==> src/rtl/mem_pkg.sv <==
// Shared types and constants for the MEM stage.
// Provides the access FSM state, access-width masks and the link register index.
package mem_pkg;

    typedef enum logic [1:0] {
        IDLE = 2'd0,
        WAIT = 2'd1,
        RESP = 2'd2
    } mem_state_t;

    localparam logic [3:0] MASK_B = 4'b0001;
    localparam logic [3:0] MASK_H = 4'b0011;
    localparam logic [3:0] MASK_W = 4'b1111;

    localparam logic [4:0] LINK_REG = 5'd31;

    // Bytes are always aligned; halves need addr[0]==0; words need addr[1:0]==0.
    function automatic logic is_aligned(input logic [3:0] mask,
                                        input logic [1:0] lo);
        return (mask == MASK_B) ||
               (mask == MASK_H && !lo[0]) ||
               (lo == 2'b00);
    endfunction

endpackage

==> src/rtl/mem_align.sv <==
// Byte-lane alignment for the MEM stage.
// Ports: addr_lo/mask/rt_data/rdata/zero_ext in; be, wdata, load_data out.
module mem_align
    import mem_pkg::*;
(
    input  logic [1:0]  addr_lo,
    input  logic [3:0]  mask,
    input  logic [31:0] rt_data,
    input  logic [31:0] rdata,
    input  logic        zero_ext,
    output logic [3:0]  be,
    output logic [31:0] wdata,
    output logic [31:0] load_data
);

    logic [31:0] shifted;

    assign be      = mask << addr_lo;
    assign wdata   = rt_data << {addr_lo, 3'b000};
    assign shifted = rdata >> {addr_lo, 3'b000};

    always_comb begin
        load_data = shifted;
        unique case (1'b1)
            mask == MASK_B:
                load_data = zero_ext ? {24'b0, shifted[7:0]}
                                     : {{24{shifted[7]}}, shifted[7:0]};
            mask == MASK_H:
                load_data = zero_ext ? {16'b0, shifted[15:0]}
                                     : {{16{shifted[15]}}, shifted[15:0]};
            default:
                load_data = shifted;
        endcase
    end

endmodule

==> src/rtl/mem_stage.sv <==
// Pipeline MEM stage: data-memory req/ack access, LL/SC, load extension, redirect.
// Ports: EX/MEM inputs, dmem_* bus, stall/redirect/error, MEM/WB register outputs.
module mem_stage
    import mem_pkg::*;
#(
    parameter int unsigned TIMEOUT_CYCLES = 255
) (
    input  logic        clk,
    input  logic        rst,
    input  logic [31:0] pc_in,
    input  logic [31:0] instruction_in,
    input  logic        regDst_in,
    input  logic        regWrite_in,
    input  logic        branch_in,
    input  logic        jump_in,
    input  logic        memRead_in,
    input  logic        memWrite_in,
    input  logic        memToReg_in,
    input  logic        atomic_in,
    input  logic        jal_in,
    input  logic        jr_in,
    input  logic [3:0]  mMask_in,
    input  logic [31:0] rsData_in,
    input  logic [31:0] rtData_in,
    input  logic [31:0] aluRes_in,
    input  logic [31:0] branchTarget_in,
    input  logic [31:0] jumpTarget_in,
    output logic        dmem_req,
    output logic        dmem_we,
    output logic [31:0] dmem_addr,
    output logic [3:0]  dmem_be,
    output logic [31:0] dmem_wdata,
    input  logic        dmem_ack,
    input  logic [31:0] dmem_rdata,
    output logic        stall_out,
    output logic        redirect_out,
    output logic [31:0] redirect_target_out,
    output logic        mem_err_out,
    output logic        regWrite_out,
    output logic        memToReg_out,
    output logic [4:0]  writeReg_out,
    output logic [31:0] aluRes_out,
    output logic [31:0] memData_out,
    output logic [31:0] pc_out
);

    localparam logic [31:0] TO_LAST = 32'(TIMEOUT_CYCLES - 1);

    mem_state_t  state, state_n;
    logic        issue, ack_hit, to_hit, timeout;
    logic [31:0] cnt;
    logic        err_q;
    logic [31:0] rdata_q;
    logic        res_valid;
    logic [29:0] res_addr;

    logic        is_mem, aligned, misaligned;
    logic        is_ll, is_sc, res_hit, sc_fail, mem_op;
    logic [3:0]  al_be;
    logic [31:0] al_wdata, al_load;

    logic        unused_ok;
    assign unused_ok = ^{instruction_in[31:29], instruction_in[27:21],
                         instruction_in[10:0]};

    assign is_mem     = memRead_in | memWrite_in;
    assign aligned    = is_aligned(mMask_in, aluRes_in[1:0]);
    assign misaligned = is_mem & ~aligned;
    assign is_ll      = atomic_in & memRead_in;
    assign is_sc      = atomic_in & memWrite_in;
    assign res_hit    = res_valid && (res_addr == aluRes_in[31:2]);
    assign sc_fail    = is_sc & aligned & ~res_hit;
    assign mem_op     = is_mem & aligned & ~(is_sc & ~res_hit);

    assign stall_out  = mem_op & (state != RESP);
    assign timeout    = (TIMEOUT_CYCLES != 0) && (cnt == TO_LAST);

    // Misalignment flags while the instruction is present; a timeout
    // flags during the RESP cycle that retires it.
    assign mem_err_out = misaligned | ((state == RESP) & err_q);

    assign redirect_out = (branch_in | jump_in | jr_in) & ~stall_out;
    assign redirect_target_out = jr_in   ? rsData_in :
                                 jump_in ? jumpTarget_in :
                                           branchTarget_in;

    mem_align u_align (
        .addr_lo  (aluRes_in[1:0]),
        .mask     (mMask_in),
        .rt_data  (rtData_in),
        .rdata    (rdata_q),
        .zero_ext (instruction_in[28]),
        .be       (al_be),
        .wdata    (al_wdata),
        .load_data(al_load)
    );

    always_ff @(posedge clk or posedge rst) begin
        if (rst) state <= IDLE;
        else     state <= state_n;
    end

    always_comb begin
        state_n = state;
        issue   = 1'b0;
        ack_hit = 1'b0;
        to_hit  = 1'b0;
        case (state)
            IDLE: begin
                if (mem_op) begin
                    state_n = WAIT;
                    issue   = 1'b1;
                end
            end
            WAIT: begin
                if (dmem_ack) begin
                    state_n = RESP;
                    ack_hit = 1'b1;
                end else if (timeout) begin
                    state_n = RESP;
                    to_hit  = 1'b1;
                end
            end
            RESP:    state_n = IDLE;
            default: state_n = IDLE;
        endcase
    end

    // Bus request and its held payload.
    always_ff @(posedge clk or posedge rst) begin
        if (rst) begin
            dmem_req   <= 1'b0;
            dmem_we    <= 1'b0;
            dmem_addr  <= '0;
            dmem_be    <= '0;
            dmem_wdata <= '0;
            cnt        <= '0;
            err_q      <= 1'b0;
            rdata_q    <= '0;
        end else begin
            dmem_req <= (state_n == WAIT);
            if (issue) begin
                dmem_we    <= memWrite_in;
                dmem_addr  <= {aluRes_in[31:2], 2'b00};
                dmem_be    <= al_be;
                dmem_wdata <= al_wdata;
            end
            cnt   <= (state == WAIT) ? cnt + 32'd1 : 32'd0;
            err_q <= to_hit;
            if (ack_hit) rdata_q <= dmem_rdata;
        end
    end

    // Reservation: set by a completed LL, cleared by any SC or a
    // completed store to the reserved word; untouched by a timeout.
    always_ff @(posedge clk or posedge rst) begin
        if (rst) begin
            res_valid <= 1'b0;
            res_addr  <= '0;
        end else if (state == RESP && !err_q) begin
            if (is_ll) begin
                res_valid <= 1'b1;
                res_addr  <= aluRes_in[31:2];
            end else if (memWrite_in && (is_sc || res_hit)) begin
                res_valid <= 1'b0;
            end
        end else if (state == IDLE && sc_fail) begin
            res_valid <= 1'b0;
        end
    end

    // MEM/WB register; a stalled cycle loads a bubble.
    always_ff @(posedge clk or posedge rst) begin
        if (rst) begin
            regWrite_out <= 1'b0;
            memToReg_out <= 1'b0;
            writeReg_out <= '0;
            aluRes_out   <= '0;
            memData_out  <= '0;
            pc_out       <= '0;
        end else if (stall_out) begin
            regWrite_out <= 1'b0;
        end else begin
            regWrite_out <= regWrite_in & ~misaligned &
                            ~((state == RESP) & err_q);
            memToReg_out <= memToReg_in;
            writeReg_out <= jal_in    ? LINK_REG :
                            regDst_in ? instruction_in[15:11] :
                                        instruction_in[20:16];
            aluRes_out   <= jal_in ? pc_in + 32'd4 :
                            is_sc  ? {31'b0, res_hit} :
                                     aluRes_in;
            memData_out  <= al_load;
            pc_out       <= pc_in;
        end
    end

endmodule
==> config.mk <==
export PLATFORM = sky130hd
export DESIGN_NAME = mem_stage
export DESIGN_NICKNAME = d
export VERILOG_FILES = /design/src/rtl/mem_pkg.sv /design/src/rtl/mem_align.sv /design/src/rtl/mem_stage.sv
export SDC_FILE = /design/constraint.sdc
export NUM_CORES = 1
export LEC_CHECK = 0
export CAP_MARGIN = 25
export CORE_AREA = 4 4 184 186
export CTS_BUF_LIST = sky130_fd_sc_hd__clkbuf_2
export CTS_CLUSTER_DIAMETER = 200
export DETAILED_ROUTE_END_ITERATION = 8
export DIE_AREA = 0 0 188 190
export PLACE_DENSITY = 0.74
export SLEW_MARGIN = 0
export SYNTH_ARGS = -nofsm -noshare
export SYNTH_HDL_FRONTEND = slang
export SYNTH_SLANG_ARGS = --single-unit
==> constraint.sdc <==
create_clock -name clk -period 15.6 [get_ports clk]
set_input_delay 3.12 -clock clk [delete_from_list [all_inputs] [get_ports clk]]
set_output_delay 3.12 -clock clk [all_outputs]
set_load 0.02 [all_outputs]
# After elaboration in Yosys (flattened, before gate mapping)
# Cells that the tools add are included.
# Widths: inputs -> output; s select.
[op_classes] add_sub_neg=2 multipliers=0 div=0 magnitude_cmp=0 n_eq_ne=9 n_shift=3 n_mux=26 n_bitwise=23 n_reduce_logical=15
[ops] operator="$mux 32" n=7
[ops] operator="$pmux 32 s2" n=1
[ops] operator="$add 32x1->32 const B" n=1
[ops] operator="$add 32x3->32 const B" n=1
[ops] operator="$eq 32x8->1 const B" n=1
[ops] operator="$shl 32x5->32" n=1
[ops] operator="$shr 32x5->32" n=1
[ops] operator="$eq 30x30->1" n=1
[ops] operator="$and 1x1->1" n=13
[ops] operator="$mux 1" n=12
[ops] operator="$mux 5" n=2
[ops] operator="$mux 2" n=3
[ops] operator="$not 1->1" n=6
[ops] operator="$logic_and 1x1->1" n=5
[ops] operator="$eq 2x1->1 const B" n=2
[ops] operator="$eq 4x1->1 const B" n=1
[ops] operator="$eq 4x2->1 const B" n=1
[ops] operator="$logic_not 2->1" n=2
[ops] operator="$or 1x1->1" n=4
[ops] operator="$pmux 2 s2" n=1
[ops] operator="$reduce_and 2->1" n=2
[ops] operator="$shl 4x2->4" n=1
[ops] operator="$logic_or 1x1->1" n=3
[ops] operator="$ne 3x2->1 const B" n=1
[ops] operator="4 further kinds" n=5
[word_totals] register_bits=269 latch_bits=0 ram_bits=0 rom_bits=0 output_inout_bits=208 wordCells=95 memories=0

# Logic depth before layout (Yosys ltp)
[logic_depth] word_depth=10 ltp_mapped=9 depth_no_buf=8

# Hierarchy
# From an unflattened synthesis, not the netlist that was laid out.
[unflattened] hier_cells=1211 area_unflattened_um2=13763.2
[by_module_without_submodules] mod="mem_stage" instances=1 cells_each=1016 area_per_inst_um2=12472.0 seq_area_each_um2=6731.5
[by_module_without_submodules] mod="mem_align" instances=1 cells_each=195 area_per_inst_um2=1291.2 seq_area_each_um2=0.0

# Least setup slack after synthesis
# No wires, ideal clock.
[synth_path] path_kind="input port to output port" start="in aluRes_in[31]" end="out redirect_out" t_arrival_ps=4706 required_ps=12480 slack_ps=7774 path_stages=8 cell_sequence="xnor2_1 > nand3_1 > or4_4 > o21ai_2 > nand2_2 > buf_6 > buf_2 > o31a_1"
[synth_between] elab_chain_len=9
[synth_lines] item="start: declaration" line="mem_stage.sv:25" text="input logic [31:0] aluRes_in,"
[synth_lines] item="$eq 30x30->1" line="mem_stage.sv:71" text="assign res_hit = res_valid && (res_addr == aluRes_in[31:2]);"
[synth_lines] item="$logic_and 1x1->1" line="mem_stage.sv:71"
[synth_lines] item="$not 1->1" line="mem_stage.sv:73" text="assign mem_op = is_mem & aligned & ~(is_sc & ~res_hit);"
[synth_lines] item="$and 1x1->1" line="mem_stage.sv:73"
[synth_lines] item="$not 1->1" line="mem_stage.sv:73"
[synth_lines] item="$and 1x1->1" line="mem_stage.sv:73"
[synth_lines] item="$and 1x1->1" line="mem_stage.sv:75" text="assign stall_out = mem_op & (state != RESP);"
[synth_lines] item="$not 1->1" line="mem_stage.sv:82" text="assign redirect_out = (branch_in | jump_in | jr_in) & ~stall_out;"
[synth_lines] item="$and 1x1->1" line="mem_stage.sv:82"
[synth_lines] item="end: declaration" line="mem_stage.sv:36" text="output logic redirect_out,"
# No other way between the ends.

# Final worst setup path
# Same ends and word-level chain as after synthesis.

==> flow_summary.json <==
{
  "status": "finished, final reports clean",
  "synth_edf_count": 0,
  "core-area_um2": 32300,
  "finalSetupViolCount": 0,
  "p_leak_nw": 8.35,
  "fill_cells": 2699,
  "path_buf_inv": 2,
  "dp.cells": 2034,
  "period_needed_ns": 9.70,
  "cts_htree_levels": 3,
  "path_clk_slew_ns": 0.10,
  "syn_to_final_growth_pct": 40.9,
  "viasPerCell": 5.20,
  "ant_nets": 0,
  "startpoint_type": "input pin",
  "end_kind": "output pin",
  "dieArea_um2": 35700,
  "worst_clock_skew_ns": 0.111,
  "holdWs_ns": 0.494,
  "rsz0062_at_grt": "no",
  "slew_violations": 0,
  "num_vias": 11300,
  "post-place-ws_ns": 5.91,
  "period_share_pct": 62.2,
  "slew_headroom_pct": 29.8,
  "wl_um": 42200,
  "grt_pass1_vias": 11400,
  "powerDensity_nw_per_um2": 119,
  "critPathMaxFanout": 36,
  "drive_gt1_share_pct": 18.7,
  "cap_violations": 0,
  "ys_seq_area_share_pct": 49.3,
  "max_freq_mhz": 103,
  "gp_congestion": 0.846,
  "final_common_cell": "clkdlybuf4s50_1",
  "max-vdd-ir-drop_uv": 50.5,
  "numPortBuffers": 457,
  "wl_per_cell_um": 19.5,
  "postCtsResizedCells": 0,
  "overflow": 0,
  "final_cell_mix": "clkdlybuf4s50_1 (452), dfrtp_1 (269), mux2_2 (162), clkbuf_2 (112), nand2_1 (90)",
  "die-height_um": 190,
  "path_cells": "clkdlybuf4s50_1 > xnor2_1 > nand3_1 > or4_4 > o21ai_2 > nand2_4 > o31a_1 > clkdlybuf4s50_1",
  "synth-seq-cells": 269,
  "cts.sinks": 269,
  "synthTopCellsByArea": "dfrtp_1 (49%), mux2_2 (13%), mux2i_1 (6.0%), mux2_1 (4.3%), xor2_1 (3.4%)",
  "synth_top_area_share_pct": 49.3,
  "rows": 66,
  "cp_top_family": "buffers and inverters",
  "grt_usage_pct": 22.7,
  "avgSynthCellArea_um2": 11.4,
  "post-cts-setup-buffers": 0,
  "synth_top_flop_cell": "dfrtp_1",
  "dr.first_iter.drc_count": 570,
  "tightest_slew_ns": 1.04,
  "finalSetupTns_ns": 0,
  "insertion_delay_ns": 0.88,
  "final.setup.worst_slack_ns": 5.90,
  "min_path_type": "reg2reg",
  "instances_no_fill": 2167,
  "cp_slowest_cell": "clkdlybuf4s50_1",
  "clock-root-buffer": "clkbuf_2",
  "place.detailed.hpwl_um": 31600,
  "fin_nets": 1946,
  "drc_errors": 0,
  "cts_tree": "done",
  "synth.distinct_cells": 52,
  "netlist_area_um2": 13700,
  "final-hold-violation-count": 0,
  "grt_first_pass_wirelength_um": 64300,
  "io_pins": 481,
  "initial_core_util_pct": 42.3,
  "synth_warnings": 0,
  "synth_largest_area_cell": "dfrtp_1",
  "antenna_found_initial": 5,
  "dr.pass1.iters": 5,
  "clockBufferDepth": 3,
  "die_x_um": 188,
  "worstSetupPathType": "in2out",
  "cpPeakStageDelay_ns": 0.71,
  "cp.arrival_ns": 6.58,
  "holdBufCountCts": 0,
  "grt_start_max_net_pins": 125,
  "synthCells": 1198,
  "async_flop_share_pct": 100,
  "cp_common_cell": "clkdlybuf4s50_1",
  "cts_buffers": 72,
  "power.total_mw": 2.29,
  "cp_data_required_time_ns": 12.48
}
[stage by stage]
stage                     util [%]  area [um^2]
after floorplan                  -        13700
after global placement        57.3        18500
after detailed placement      57.3        18500
after CTS                     59.4        19200
after global routing          59.6        19300
final                         59.6        19300
[power by group]
| part | switching, mW | total (mW) | internal (mW) |
|---|---|---|---|
| Clock | 0.293 | 0.512 | 0.219 |
| Combinational | 0.376 | 0.805 | 0.430 |
| Sequential | 0.109 | 0.976 | 0.867 |
[per-layer routing]
metal	vias up	global-route usage [%]	wire [um]
met5	-	0	0
met4	0	8.81	1460
met3	95	5.83	2880
met2	425	38.8	20900
met1	5515	27.6	16900
li1	5240	-	-
[cell usage after synthesis, types with 23 or more instances]
cell type / instances
nand3_1: 23
mux2_2: 162
xor2_1: 53
nand2_1: 90
clkbuf_1: 38
o21ai_0: 64
a21oi_1: 34
xnor2_1: 35
nand4_1: 29
a22o_1: 23
mux2_1: 52
dfrtp_1: 269
nor2_1: 67
mux2i_1: 82
inv_1: 24
[kinds of logic (layout without fill, tap and decap cells)]
| kind of cell | after synthesis | count (layout) | share of synthesized area, % |
|---|---|---|---|
| and+or+nand+nor | 288 | 288 | 10.4 |
| buffers and inverters | 99 | 621 | 3.35 |
| other | 1 | 6 | 0.0274 |
| xor gates and xnor gates | 88 | 88 | 5.64 |
| muxes | 297 | 297 | 23.8 |
| AOI/OAI and AO/OA | 153 | 153 | 7.22 |
| adders and majority gates | 3 | 3 | 0.275 |
| DFF | 269 | 269 | 49.3 |
[registers in the layout, indices dropped and copies added, names as in the netlist, 30 cells and up]
register	flops
res_addr	30
memData_out	32
rdata_q	32
aluRes_out	32
dmem_addr	30
cnt	32
pc_out	32
dmem_wdata	32
[final timing paths]
check / startpoint / end / slack, ns / cells after the start
max in group asynchronous: rst / memData_out[24] / 11.26 / 3
min in group asynchronous: rst / writeReg_out[3] / 2.86 / 2
worst max-delay path: aluRes_in[31] / redirect_out / 5.90 / 8
worst min register to register: pc_out[30] / pc_out[30] / 0.49 / 1
worst max register to register: res_addr[22] / pc_out[29] / 11.88 / 7
worst min-delay path: pc_out[30] / pc_out[30] / 0.49 / 1
[final cells by class]
| cell class | count | area [um^2] | area share, % |
|---|---|---|---|
| Timing Repair Buffer | 472 | 4700 | 24.4 |
| Tap cell | 442 | 553 | 2.87 |
| Clock inverter | 15 | 126 | 0.656 |
| Clock buffer | 110 | 551 | 2.86 |
| Multi-Input combinational cell | 831 | 6480 | 33.7 |
| Antenna cell | 4 | 10.0 | 0.0520 |
| Inverter | 24 | 97.6 | 0.507 |
| Sequential cell | 269 | 6730 | 35.0 |
[worst reg2reg max path, stage by stage, from the launching register on]
cell     delay, ns
dfrtp_1       0.40
xnor2_1       0.17
nand4_1       0.21
or4_4         0.56
o21ai_2       0.59
nand2_4       0.52
buf_4         0.54
mux2_1        0.58
Note: power is estimated with default switching activity, not from simulation.
